**src/rtl/sync_fifo_pkg.sv**
```systemverilog
// Shared types and sizing constants for the synchronous FIFO and its read-side adapter.
// Latency: none; holds only types and constants.
// Backpressure: not applicable.
//
// FIFO_WIDTH / FIFO_SIZE_BITS / FIFO_SIZE describe the default FIFO geometry.
// rd_word_t is one skid-buffer entry: a data word plus its end-of-burst tag.
package sync_fifo_pkg;

    localparam int FIFO_WIDTH     = 16;
    localparam int FIFO_SIZE_BITS = 5;
    localparam int FIFO_SIZE      = 1 << FIFO_SIZE_BITS;

    typedef enum logic {
        RD_IDLE  = 1'b0,
        RD_DRAIN = 1'b1
    } rd_state_e;

    typedef struct packed {
        logic [FIFO_WIDTH-1:0] data;
        logic                  last;
    } rd_word_t;

endpackage

```
**src/rtl/fifo_skid_buf.sv**
```systemverilog
// Two-entry skid buffer of rd_word_t; head is the oldest entry.
// Latency: a pushed word is visible at head the cycle after the push.
// Backpressure: caller must not push when full unless popping the same cycle.
//
// Ports: clk, reset (async, active-high), push/push_word write side,
// pop removes the head, head is the oldest word, occ is occupancy 0..2.
module fifo_skid_buf
    import sync_fifo_pkg::*;
(
    input  logic       clk,
    input  logic       reset,
    input  logic       push,
    input  rd_word_t   push_word,
    input  logic       pop,
    output rd_word_t   head,
    output logic [1:0] occ
);

    rd_word_t   mem_q [2];
    logic       wr_ptr_q;
    logic       rd_ptr_q;
    logic [1:0] occ_q;
    logic [1:0] occ_d;
    logic       do_push;
    logic       do_pop;

    // Guards keep the pointers coherent even if the caller misbehaves.
    assign do_pop  = pop & (occ_q != 2'd0);
    assign do_push = push & ((occ_q != 2'd2) | do_pop);

    always_comb begin
        occ_d = occ_q;
        case ({do_push, do_pop})
            2'b10:   occ_d = occ_q + 2'd1;
            2'b01:   occ_d = occ_q - 2'd1;
            default: occ_d = occ_q;
        endcase
    end

    always_ff @(posedge clk or posedge reset) begin
        if (reset) begin
            mem_q[0] <= '0;
            mem_q[1] <= '0;
            wr_ptr_q <= 1'b0;
            rd_ptr_q <= 1'b0;
            occ_q    <= 2'd0;
        end else begin
            occ_q <= occ_d;
            if (do_push) begin
                mem_q[wr_ptr_q] <= push_word;
                wr_ptr_q        <= ~wr_ptr_q;
            end
            if (do_pop) begin
                rd_ptr_q <= ~rd_ptr_q;
            end
        end
    end

    assign head = mem_q[rd_ptr_q];
    assign occ  = occ_q;

endmodule

```
**src/rtl/sync_fifo_rd_adapter.sv**
```systemverilog
// Read-side engine: waits for a burst threshold, idle timeout or flush, then drains the FIFO as an FWFT stream.
// Latency: first pop the cycle after the trigger; first m_valid two cycles after that pop.
// Backpressure: m_ready low stalls pops through skid credit; words held stable, never dropped.
//
// Ports: clk, reset (async, active-high); FIFO side fifo_empty, fifo_full,
// fifo_counter, fifo_data in and fifo_read pop strobe out; flush pulse;
// stream side m_valid, m_data, m_last out and m_ready in; drain_active mirrors DRAIN.
module sync_fifo_rd_adapter
    import sync_fifo_pkg::*;
#(
    parameter int WIDTH     = FIFO_WIDTH,
    parameter int CNT_W     = FIFO_SIZE_BITS,
    parameter int BURST_MIN = 8,
    parameter int TIMEOUT   = 64
) (
    input  logic             clk,
    input  logic             reset,
    input  logic             fifo_empty,
    input  logic             fifo_full,
    input  logic [CNT_W-1:0] fifo_counter,
    input  logic [WIDTH-1:0] fifo_data,
    output logic             fifo_read,
    input  logic             flush,
    output logic             m_valid,
    output logic [WIDTH-1:0] m_data,
    output logic             m_last,
    input  logic             m_ready,
    output logic             drain_active
);

    localparam int DEPTH  = 1 << CNT_W;
    localparam int LVL_W  = CNT_W + 1;
    localparam int TCNT_W = (TIMEOUT > 1) ? $clog2(TIMEOUT) : 1;

    rd_state_e         state_q;
    rd_state_e         state_d;
    logic [TCNT_W-1:0] tcnt_q;
    logic [TCNT_W-1:0] tcnt_d;
    logic              inflight_q;
    logic              inflight_d;
    logic              last_tag_q;
    logic              last_tag_d;

    logic [LVL_W-1:0]  level;
    logic              pop_is_last;
    logic              start_burst;
    logic              eff_pop;
    logic              hs;
    logic [2:0]        credit;
    rd_word_t          skid_in;
    rd_word_t          skid_head;
    logic [1:0]        skid_occ;

    // The raw counter wraps to 0 at full, so the full flag supplies the MSB.
    assign level       = fifo_full ? LVL_W'(DEPTH) : {1'b0, fifo_counter};
    // Tag the pop that takes the FIFO to empty; a concurrent write still ends the burst here.
    assign pop_is_last = (level == LVL_W'(1));
    assign start_burst = (level >= LVL_W'(BURST_MIN)) | flush |
                         ((tcnt_q == TCNT_W'(TIMEOUT - 1)) & ~fifo_empty);

    assign eff_pop = fifo_read & ~fifo_empty;
    assign m_valid = (skid_occ != 2'd0);
    assign hs      = m_valid & m_ready;
    // Words already in the skid plus the one arriving next cycle, less the one leaving now.
    assign credit  = {1'b0, skid_occ} + {2'b00, inflight_q} - {2'b00, hs};

    // State register and tracking registers.
    always_ff @(posedge clk or posedge reset) begin
        if (reset) begin
            state_q    <= RD_IDLE;
            tcnt_q     <= '0;
            inflight_q <= 1'b0;
            last_tag_q <= 1'b0;
        end else begin
            state_q    <= state_d;
            tcnt_q     <= tcnt_d;
            inflight_q <= inflight_d;
            last_tag_q <= last_tag_d;
        end
    end

    // Next-state logic.
    always_comb begin
        state_d = state_q;
        case (state_q)
            RD_IDLE: begin
                if (start_burst) begin
                    state_d = RD_DRAIN;
                end
            end
            RD_DRAIN: begin
                // Second term recovers if the FIFO empties without a tagged pop.
                if ((eff_pop & pop_is_last) | (fifo_empty & ~inflight_q)) begin
                    state_d = RD_IDLE;
                end
            end
            default: state_d = RD_IDLE;
        endcase
    end

    // Outputs of the FSM.
    always_comb begin
        fifo_read    = 1'b0;
        drain_active = 1'b0;
        if (state_q == RD_DRAIN) begin
            drain_active = 1'b1;
            fifo_read    = ~fifo_empty & (credit < 3'd2);
        end
    end

    always_comb begin
        inflight_d = eff_pop;
        last_tag_d = eff_pop & pop_is_last;
        tcnt_d     = '0;
        if ((state_q == RD_IDLE) && !fifo_empty && !start_burst) begin
            tcnt_d = tcnt_q + TCNT_W'(1);
        end
    end

    always_comb begin
        skid_in      = '0;
        skid_in.data = fifo_data;
        skid_in.last = last_tag_q;
    end

    fifo_skid_buf u_skid (
        .clk       (clk),
        .reset     (reset),
        .push      (inflight_q),
        .push_word (skid_in),
        .pop       (hs),
        .head      (skid_head),
        .occ       (skid_occ)
    );

    assign m_data = skid_head.data;
    assign m_last = skid_head.last;

endmodule

```
**config.mk**
```make
export PLATFORM = sky130hd
export DESIGN_NAME = sync_fifo_rd_adapter
export DESIGN_NICKNAME = d
export VERILOG_FILES = /design/src/rtl/sync_fifo_pkg.sv /design/src/rtl/fifo_skid_buf.sv /design/src/rtl/sync_fifo_rd_adapter.sv
export SDC_FILE = /design/constraint.sdc
export NUM_CORES = 1
export LEC_CHECK = 0
export CAP_MARGIN = 20
export CORE_MARGIN = 4
export CORE_UTILIZATION = 45
export DETAILED_ROUTE_END_ITERATION = 16
export GPL_TIMING_DRIVEN = 0
export PLACE_DENSITY = 0.75
export SLEW_MARGIN = 20
export SYNTH_ARGS = -nofsm -noshare
export SYNTH_HDL_FRONTEND = slang
export SYNTH_HIERARCHICAL = 1
export SYNTH_SLANG_ARGS = --single-unit
```
**constraint.sdc**
```tcl
create_clock -name clk -period 2.5 [get_ports clk]
set_input_delay 0.5 -clock clk [delete_from_list [all_inputs] [get_ports clk]]
set_output_delay 0.5 -clock clk [all_outputs]
set_load 0.02 [all_outputs]
```
==> results of run 1 <==
-- cell usage after synthesis --
cell      count
fa_1          1
or3_2         2
o21ai_0       2
o22ai_1       1
buf_12        1
nor3b_4       2
or2_2         1
mux2_2       41
a2111o_1      1
mux2_4       10
o21a_1        1
a31oi_1       1
ha_1          3
or3_1         1
or4_4         1
inv_1         5
and2_1        1
buf_2         2
nor2_4        1
dfrtp_1      47
nor4_1        1
xor2_1        5
or3b_2        1
and4_1        1
nand3b_1      1
a21oi_2       1
nand2_1       2
clkbuf_1      1
nor2_1        8
nand2b_1      2
nand3_1       2
xnor2_1       4
-- routing by layer --
layer  global-route usage  vias to the layer above
met5                    0                        -
met4              0.04371                        0
met3              0.03440                        4
met2               0.2560                       35
met1               0.1721                      678
li1                     -                      649
-- worst max-delay path: cells and delay by family (launching register included) --
kind | cells | cell delay [ns]
simple gates | 5 | 0.81
fa+ha+maj | 2 | 0.68
flops | 1 | 0.41
buf+inv | 1 | 0.12
-- cell type report --
class | instances | share of cell area
buffer | 2 | 0.008525
clock buffer | 6 | 0.02813
clock inverter | 2 | 0.005541
inverter | 5 | 0.006394
multi-input combinational | 98 | 0.3508
sequential | 47 | 0.4020
tap | 67 | 0.02856
timing repair buffer | 51 | 0.1701
-- layout by cell type (no fill, tap or decap), drive strengths merged, types with 3 or more instances in the layout --
cell type and count:
nor2 9, xnor2 4, ha 3, mux2 51
inv 5, or3 3, xor2 5, dfrtp 47
buf 8, clkdlybuf4s50 45, clkbuf 6
-- path summary, 6_finish.rpt --
check | end | slack [ns] | cells after the start | start
hold / removal | tcnt_q[0] | 0.47 | 1 | tcnt_q[0]
max in group asynchronous | u_skid/rd_ptr_q | 1.27 | 2 | reset
min in group asynchronous | tcnt_q[3] | 0.52 | 2 | reset
setup / recovery | fifo_read | -0.31 | 8 | u_skid/occ[0]
setup reg to reg | state_q | 0.06 | 9 | u_skid/occ[0]
hold reg to reg | tcnt_q[0] | 0.47 | 1 | tcnt_q[0]
-- flip-flops by register name, indices dropped and copies added (netlist names) --
register,flops
u_skid/mem_q,34
state_q,1
tcnt_q,6
u_skid/wr_ptr_q,1
last_tag_q,1
u_skid/rd_ptr_q,1
inflight_q,1
u_skid/occ,2
-- metrics by stage --
step                  util  setup WS, ns
finish              0.6174       -0.3061
global route        0.6174       -0.3981
CTS                 0.6145       -0.3161
detailed placement  0.5871       -0.8393
global placement    0.5871       -0.8237
floorplan                -      -0.04884
-- cell families (layout without fill, tap and decap cells) --
| group | count (synthesis) | count (layout) | share of synthesized area |
|---|---|---|---|
| AOI/OAI and AO/OA | 7 | 7 | 0.02263 |
| adders and majority gates | 4 | 4 | 0.02602 |
| xor gates and xnor gates | 9 | 9 | 0.03563 |
| and+or+nand+nor | 27 | 27 | 0.08372 |
| muxes | 51 | 51 | 0.2766 |
| buffers and inverters | 9 | 66 | 0.02376 |
| DFF | 47 | 47 | 0.5317 |
-- power by group --
group | total [mW] | switching [mW] | internal [mW]
clock network | 0.465 | 0.239 | 0.226
logic | 1.91 | 0.788 | 1.12
registers | 1.31 | 0.234 | 1.08
-- repair_timing --
item	4_1_cts	5_1_grt
endpoints found under the setup margin	13	3
resized for setup	8	1
setup buffers	4	1
pin swaps	4	2
==> reports/metrics.cfg, run 1 <==
[outcome]
status = complete, but fails checks
failed_checks = setup timing

[floorplanning]
dieArea_um2 = 6101
core_area_um2 = 4755
fp-row-count = 25
num_io_pins = 47
floorplan.initialDensity = 0.4653
die_w_um = 78.11
fp.dieH_um = 78.11

[global_routing]
grt_pass1_vias = 1528
grt_pass1_wl_mm = 7.058
grt_max_degree = 39
overflow = 0
gr-usage-all-layers = 0.1439
antenna_found_initial = 0

[worst_setup_path]
cp.required_ns = 2.00
cpMaxStageDelayCell = fa_1
critPathLaunchType = flip-flop
path_max_fanout = 2
path_class = flip-flop to output pin
cp.arrival_ns = 2.31
crit_chain = or2_4, and2_4, ha_4, nand2b_4, fa_1, nand3b_1, nor2_4, buf_6
max_stage_delay_ns = 0.48
critPathCaptureType = output pin

[place]
placedCellCount = 267
place_congestion = 0.6877
dpl.hpwl_mm = 3.102
port_buffers = 46
place_area_um2 = 2791

[synth]
ys_types = 32
yosys.area.top_type_share = 0.5317
synth_fp_nets = 185
synth-seq-area-share = 0.5317
synth.area.top_cells = dfrtp_1 (53%), mux2_2 (21%), mux2_4 (6.8%)
ys_ff_latch = 47
syn_area_per_cell_um2 = 14.36
yosysWarnings = 6
synth_area_um2 = 2212
yosys.area.top_type = dfrtp_1
syn_inst = 154

[clock_tree]
clk_pin_slew_worst_paths_ns = 0.09
cts_hold_buf = 0
htree_levels = 2
cts_buffer_depth = 2
cts_buffers = 5
cts-root-buf = clkbuf_8
clk_latency_ns = 0.29
numClockSinks = 47
cts_tree = yes

[sta]
timing.final.ws_setup_ns = -0.3061
rsz0062_at_grt = yes
fin_setup_tns_ns = -0.3061
slew-limit-headroom = 0.4860
fmax_mhz = 356.4
whs_ns = 0.4748
drv_slew = 0
tightest_slew_ns = 0.7699
min_period_ns = 2.806
finalHoldViolations = 0
setup_viol = 1
fin_skew_ns = 0.008561
finalCritPeriodShare = 1.122

[pwr]
p_per_area_nw_per_um2 = 1256
power.leakage_nw = 1.218
finalPower_mw = 3.688
peakVddDrop_mv = 0.7907

[routing]
ant_nets = 0
routed_wl_mm = 4.146
wl_met2_mm = 2.129
drtIter0Drc = 29
vias_per_cell = 4.914
wl_met3_um = 215
drc_errors = 0
drt_first_pass_iters = 4
vias = 1366
wl_met1_mm = 1.748
highest_layer = met4
routedWlPerCell_um = 14.91

[job]
maxCapViolations = 0

[finish]
final_cell_area_um2 = 2935
synthToLayoutAreaGrowth_pct = 32.69
diodes = 0
regArea_um2 = 1180
nFillCells = 377
nets = 241
stdcell_count = 278
drive_gt1_frac = 0.4076
multiInputGateArea_um2 = 1030

[min_path]
hp-class = flip-flop to flip-flop

(Power assumes the default switching activity.)
==> inputs of run 2 (changes only) <==
--- a/config.mk
+++ b/config.mk
@@ -5,12 +5,11 @@
 export SDC_FILE = /design/constraint.sdc
 export NUM_CORES = 1
 export LEC_CHECK = 0
-export CAP_MARGIN = 20
 export CORE_MARGIN = 4
-export CORE_UTILIZATION = 45
+export CORE_UTILIZATION = 30
 export DETAILED_ROUTE_END_ITERATION = 16
 export GPL_TIMING_DRIVEN = 0
-export PLACE_DENSITY = 0.75
+export PLACE_DENSITY = 0.54
 export SLEW_MARGIN = 20
 export SYNTH_ARGS = -nofsm -noshare
 export SYNTH_HDL_FRONTEND = slang
==> run 2 against run 1 <==
  * The flow still finishes with violations (setup timing)
  * Cell count up 12%
  * Hold slack improved by 0.0094 ns
  * Final area up 2.4%
  * Fmax hardly changed
  * Core utilization down 20 points
  * Clock skew barely moved
  * Setup slack barely moved
  * Flip-flop and latch count unchanged
  * Critical path depth did not move
  * Sequential share of layout area down 0.95 points
==> reports/metrics.cfg, run 2 (same netlist as run 1, synthesis figures left out) <==
[routing]
vias_per_cell = 4.361
routedWlPerCell_um = 13.48
drt_first_pass_iters = 4
drtIter0Drc = 25
ant_nets = 0
routed_wl_mm = 4.178
drc_errors = 0
vias = 1352

[finish]
drive_gt1_frac = 0.4076
stdcell_count = 310
layout.cells.most_common = clkdlybuf4s50_1
nFillCells = 689
top_register = u_skid/mem_q
largest_register_ffs = 34
final_cell_mix = clkdlybuf4s50_1 (45), dfrtp_1 (44), mux2_2 (41)
nets = 241
postLayoutCoreUtil = 0.4168
synthToLayoutAreaGrowth_pct = 35.92
diodes = 0
final_cell_area_um2 = 3007

[floorplanning]
num_io_pins = 47
floorplan.initialDensity = 0.3066
fp-row-count = 31
dieArea_um2 = 8812
die_w_um = 93.87
core_area_um2 = 7214
fp.dieH_um = 93.87

[clock_tree]
cts_tree = yes
htree_levels = 2
numClockSinks = 47
cts_hold_buf = 0
clk_pin_slew_worst_paths_ns = 0.08
clk_latency_ns = 0.30
cts_buffer_depth = 2
cts-root-buf = clkbuf_8
cts_buffers = 5

[pwr]
peakVddDrop_mv = 0.5157
p_per_area_nw_per_um2 = 1253
power.leakage_nw = 1.237

[sta]
min_period_ns = 2.806
finalCritPeriodShare = 1.122
rsz0062_at_grt = yes
fin_setup_tns_ns = -0.3059
timing.final.ws_setup_ns = -0.3059
setup_viol = 1
fin_skew_ns = 0.008525
fmax_mhz = 356.4
drv_slew = 0
tightest_slew_ns = 0.5410
finalHoldViolations = 0
slew-limit-headroom = 0.6390

[global_routing]
gr-usage-all-layers = 0.1021
overflow = 0
grt_pass1_vias = 1452
grt_max_degree = 29
antenna_found_initial = 0
grt_pass1_wl_mm = 6.996

[place]
place_area_um2 = 2851
placedCellCount = 300
pre_cts_ws_ns = -0.8426
dpl.hpwl_mm = 3.007
place_congestion = 0.6731
port_buffers = 46

[worst_setup_path]
cpMaxStageDelayCell = fa_1
critPathCaptureType = output pin
cp.required_ns = 2.00
cp.arrival_ns = 2.31
path_class = flip-flop to output pin
crit_chain = or2_4, and2_4, ha_4, nand2b_4, fa_1, nand3b_1, nor2_4, buf_6
path_max_fanout = 2
max_stage_delay_ns = 0.48
critPathLaunchType = flip-flop

[outcome]
status = complete, but fails checks
failed_checks = setup timing

[job]
maxCapViolations = 0

[min_path]
hp-class = flip-flop to flip-flop

run 2: stage by stage:
| step | power, mW | hold slack, ns |
|---|---|---|
| 6_report | 3.767 | 0.4843 |
| 5_1_grt | 4.017 | 0.4974 |
| 4_1_cts | 3.833 | 0.4765 |
| 3_5_place_dp | 3.185 | 0.4650 |
| 3_3_place_gp | 3.165 | 0.4544 |
| 2_1_floorplan | 2.530 | 0.3279 |
run 2: timing repair:
item / CTS / global route
setup endpoints to repair: 19 / 2
pin swaps: 1 / 0
resized for setup: 9 / 0
endpoints found under the hold margin: 0 / 0
gates cloned: 0 / 0
buffers inserted: 4 / 0
run 2: final cells by class:
| type | count | area (um^2) | area share |
|---|---|---|---|
| sequential | 47 | 1180 | 0.3924 |
| buffer | 2 | 25.02 | 0.008323 |
| timing repair buffer | 51 | 511.7 | 0.1702 |
| inverter | 5 | 18.77 | 0.006242 |
| clock buffer | 6 | 82.58 | 0.02747 |
| tap | 99 | 123.9 | 0.04120 |
| multi-input combinational | 98 | 1030 | 0.3425 |
| clock inverter | 2 | 35.03 | 0.01165 |
run 2: per-layer routing:
| layer | global-route usage | vias to the layer above | part of all wire |
|---|---|---|---|
| li1 | - | 657 | - |
| met1 | 0.1340 | 653 | 0.48 |
| met2 | 0.1538 | 38 | 0.44 |
| met3 | 0.04087 | 4 | 0.068 |
| met4 | 0.03249 | 0 | 0.0069 |
| met5 | 0 | - | 0 |
run 2: path summary, 6_finish.rpt:
kind / startpoint / to / slack, ns / cells after the start
max in group asynchronous: reset / u_skid/occ[1] / 1.55 / 3
worst max register to register: u_skid/occ[1] / state_q / 0.06 / 9
worst max-delay path: u_skid/occ[1] / fifo_read / -0.31 / 8
worst min register to register: tcnt_q[0] / tcnt_q[0] / 0.48 / 1
min in group asynchronous: reset / u_skid/mem_q[30] / 0.49 / 2
worst min-delay path: tcnt_q[0] / tcnt_q[0] / 0.48 / 1
run 2: critical path, delay by kind of cell (launching register included):
family	cells	cell delay, ns
adders and majority gates	2	0.70
buffers and inverters	1	0.12
and+or+nand+nor	5	0.79
DFF	1	0.41
run 2: power by group:
part | internal, mW | switching [mW] | total (mW)
logic | 1.12 | 0.769 | 1.89
clock network | 0.324 | 0.245 | 0.569
registers | 1.08 | 0.231 | 1.31
==> inputs of run 3 (changes only) <==
--- a/config.mk
+++ b/config.mk
@@ -9,7 +9,6 @@
 export CORE_UTILIZATION = 30
 export DETAILED_ROUTE_END_ITERATION = 16
 export GPL_TIMING_DRIVEN = 0
-export PLACE_DENSITY = 0.54
 export SLEW_MARGIN = 20
 export SYNTH_ARGS = -nofsm -noshare
 export SYNTH_HDL_FRONTEND = slang
==> run 3 against run 2 <==
  * The flow still finishes with violations (setup timing)
  * Die area did not move
  * Largest cell class unchanged
  * Register-to-register slack improved by 0.08 ns
  * Critical endpoint unchanged
  * Final area rose by 0.29%
  * Sequential power fell by 5%
==> reports/metrics.cfg, run 3 (same netlist as run 1, synthesis figures left out) <==
[finish]
final_cell_area_um2 = 3015
top_register = u_skid/mem_q
drive_gt1_frac = 0.4186
diodes = 0
nets = 245
largest_register_ffs = 34
layout.cells.most_common = clkdlybuf4s50_1
postLayoutCoreUtil = 0.4180
stdcell_count = 314
final_cell_mix = clkdlybuf4s50_1 (45), dfrtp_1 (44), mux2_2 (41)
synthToLayoutAreaGrowth_pct = 36.31

[pwr]
power.leakage_nw = 1.241
seq_power_share = 0.336
clkPwrFrac = 0.118
intPower_mw = 2.454
finalPower_mw = 3.728
peakVddDrop_mv = 0.4434
swShare = 0.3416
p_per_area_nw_per_um2 = 1236
p_sw_mw = 1.274
p_comb_frac = 0.546

[global_routing]
use_met1 = 0.1429
use_met3 = 0.03365
overflow = 0
antenna_found_initial = 0
busiest_layer = met2
grt_pass1_vias = 1508
grt_pass1_wl_mm = 7.203
use_met2 = 0.1579
gr-usage-all-layers = 0.1055
grt_max_degree = 31

[sta]
timing.final.ws_setup_ns = -0.3168
tightest_slew_ns = 0.5733
finalHoldViolations = 0
rsz0062_at_grt = yes
finalCritPeriodShare = 1.127
fin_setup_tns_ns = -0.3168
fmax_mhz = 355.0
slew-limit-headroom = 0.6174
fin_skew_ns = 0.005888
drv_slew = 0
min_period_ns = 2.817
setup_viol = 1
whs_ns = 0.4698

[floorplanning]
num_io_pins = 47
floorplan.initialDensity = 0.3066
fp-row-count = 31
core_area_um2 = 7214
dieArea_um2 = 8812
die_w_um = 93.87
fp.dieH_um = 93.87

[worst_setup_path]
cp.arrival_ns = 2.32
critPathCaptureType = output pin
reg2reg_from = u_skid/occ[0]
reg2reg_slack_ns = 0.14
cp.required_ns = 2.00
cpMaxStageDelayCell = fa_2
crit_end = fifo_read
path_max_fanout = 2
r2r-end = state_q
worst-path-buf-inv = 2
crit_family = adder cells
crit_path_start = m_ready
crit_chain = clkdlybuf4s50_1, and2_4, ha_4, nand2b_4, fa_2, nand3b_1, nor2_4, buf_6
cp_num_cells = 8
max_stage_delay_ns = 0.52
path_class = input pin to output pin
critPathLaunchType = input pin
worstRegToRegCells = 9

[place]
dpl.hpwl_mm = 2.985
place_area_um2 = 2851
place_congestion = 0.7602
port_buffers = 46
pre_cts_ws_ns = -0.8384
placedCellCount = 300

[clock_tree]
cts_buffer_depth = 2
htree_levels = 2
cts-root-buf = clkbuf_8
cts_buffers = 5
clk_pin_slew_worst_paths_ns = 0.09
clk_latency_ns = 0.29
cts_hold_buf = 0
cts_tree = yes
numClockSinks = 47

[outcome]
failed_checks = setup timing
status = complete, but fails checks

[routing]
vias = 1362
drtIter0Drc = 38
routedWlPerCell_um = 13.44
routed_wl_mm = 4.221
drt_first_pass_iters = 3
drc_errors = 0
vias_per_cell = 4.338
ant_nets = 0

[min_path]
hp-class = input pin to asynchronous set/reset pin

[job]
maxCapViolations = 0

run 3: cell count changes in the layout (fill, tap and decap cells not counted), sizes merged:
cell and change:
bufinv -1, buf +4, clkinvlp +1
run 3: worst min-delay path by stage:
stage,endpoint,slack (ns),start
after floorplan,inflight_q,0.33,reset
after global placement,tcnt_q[0],0.45,tcnt_q[0]
after detailed placement,tcnt_q[0],0.45,tcnt_q[0]
after CTS,u_skid/mem_q[11],0.47,reset
after global routing,u_skid/mem_q[28],0.48,reset
final,u_skid/mem_q[28],0.47,reset
run 3: cell type report:
class                      count  area, um^2
clock buffer                   6       72.57
clock inverter                 2       12.51
tap                           99       123.9
multi-input combinational     98        1041
timing repair buffer          54       534.3
fill                         686        4199
sequential                    47        1180
inverter                       5       18.77
buffer                         3       32.53
run 3: worst register-to-register path, delay by kind of cell (launching register included):
family                     cells  cell delay (ns)
adders and majority gates      2             0.58
buffers and inverters          1             0.16
AOI/OAI and AO/OA              1             0.10
DFF                            1             0.41
and+or+nand+nor                4             0.80
xor gates and xnor gates       1             0.21
run 3: timing repair:
action,in CTS,in global routing
buffers inserted,6,1
endpoints found under the setup margin,19,2
pin swaps,4,2
resized for setup,10,2
run 3: per-layer routing:
metal  share of wire  vias up
met5               0        -
met2            0.46       33
met4          0.0095        0
met3           0.055        2
li1                -      660
met1            0.47      667
run 3: power by group through the flow:
stage	clock [mW]	combinational (mW)	sequential [mW]
after floorplan	0	1.28	1.25
after global routing	0.500	2.20	1.29
after CTS	0.465	2.02	1.26
after detailed placement	0	1.89	1.29
final	0.441	2.04	1.25
after global placement	0	1.86	1.29
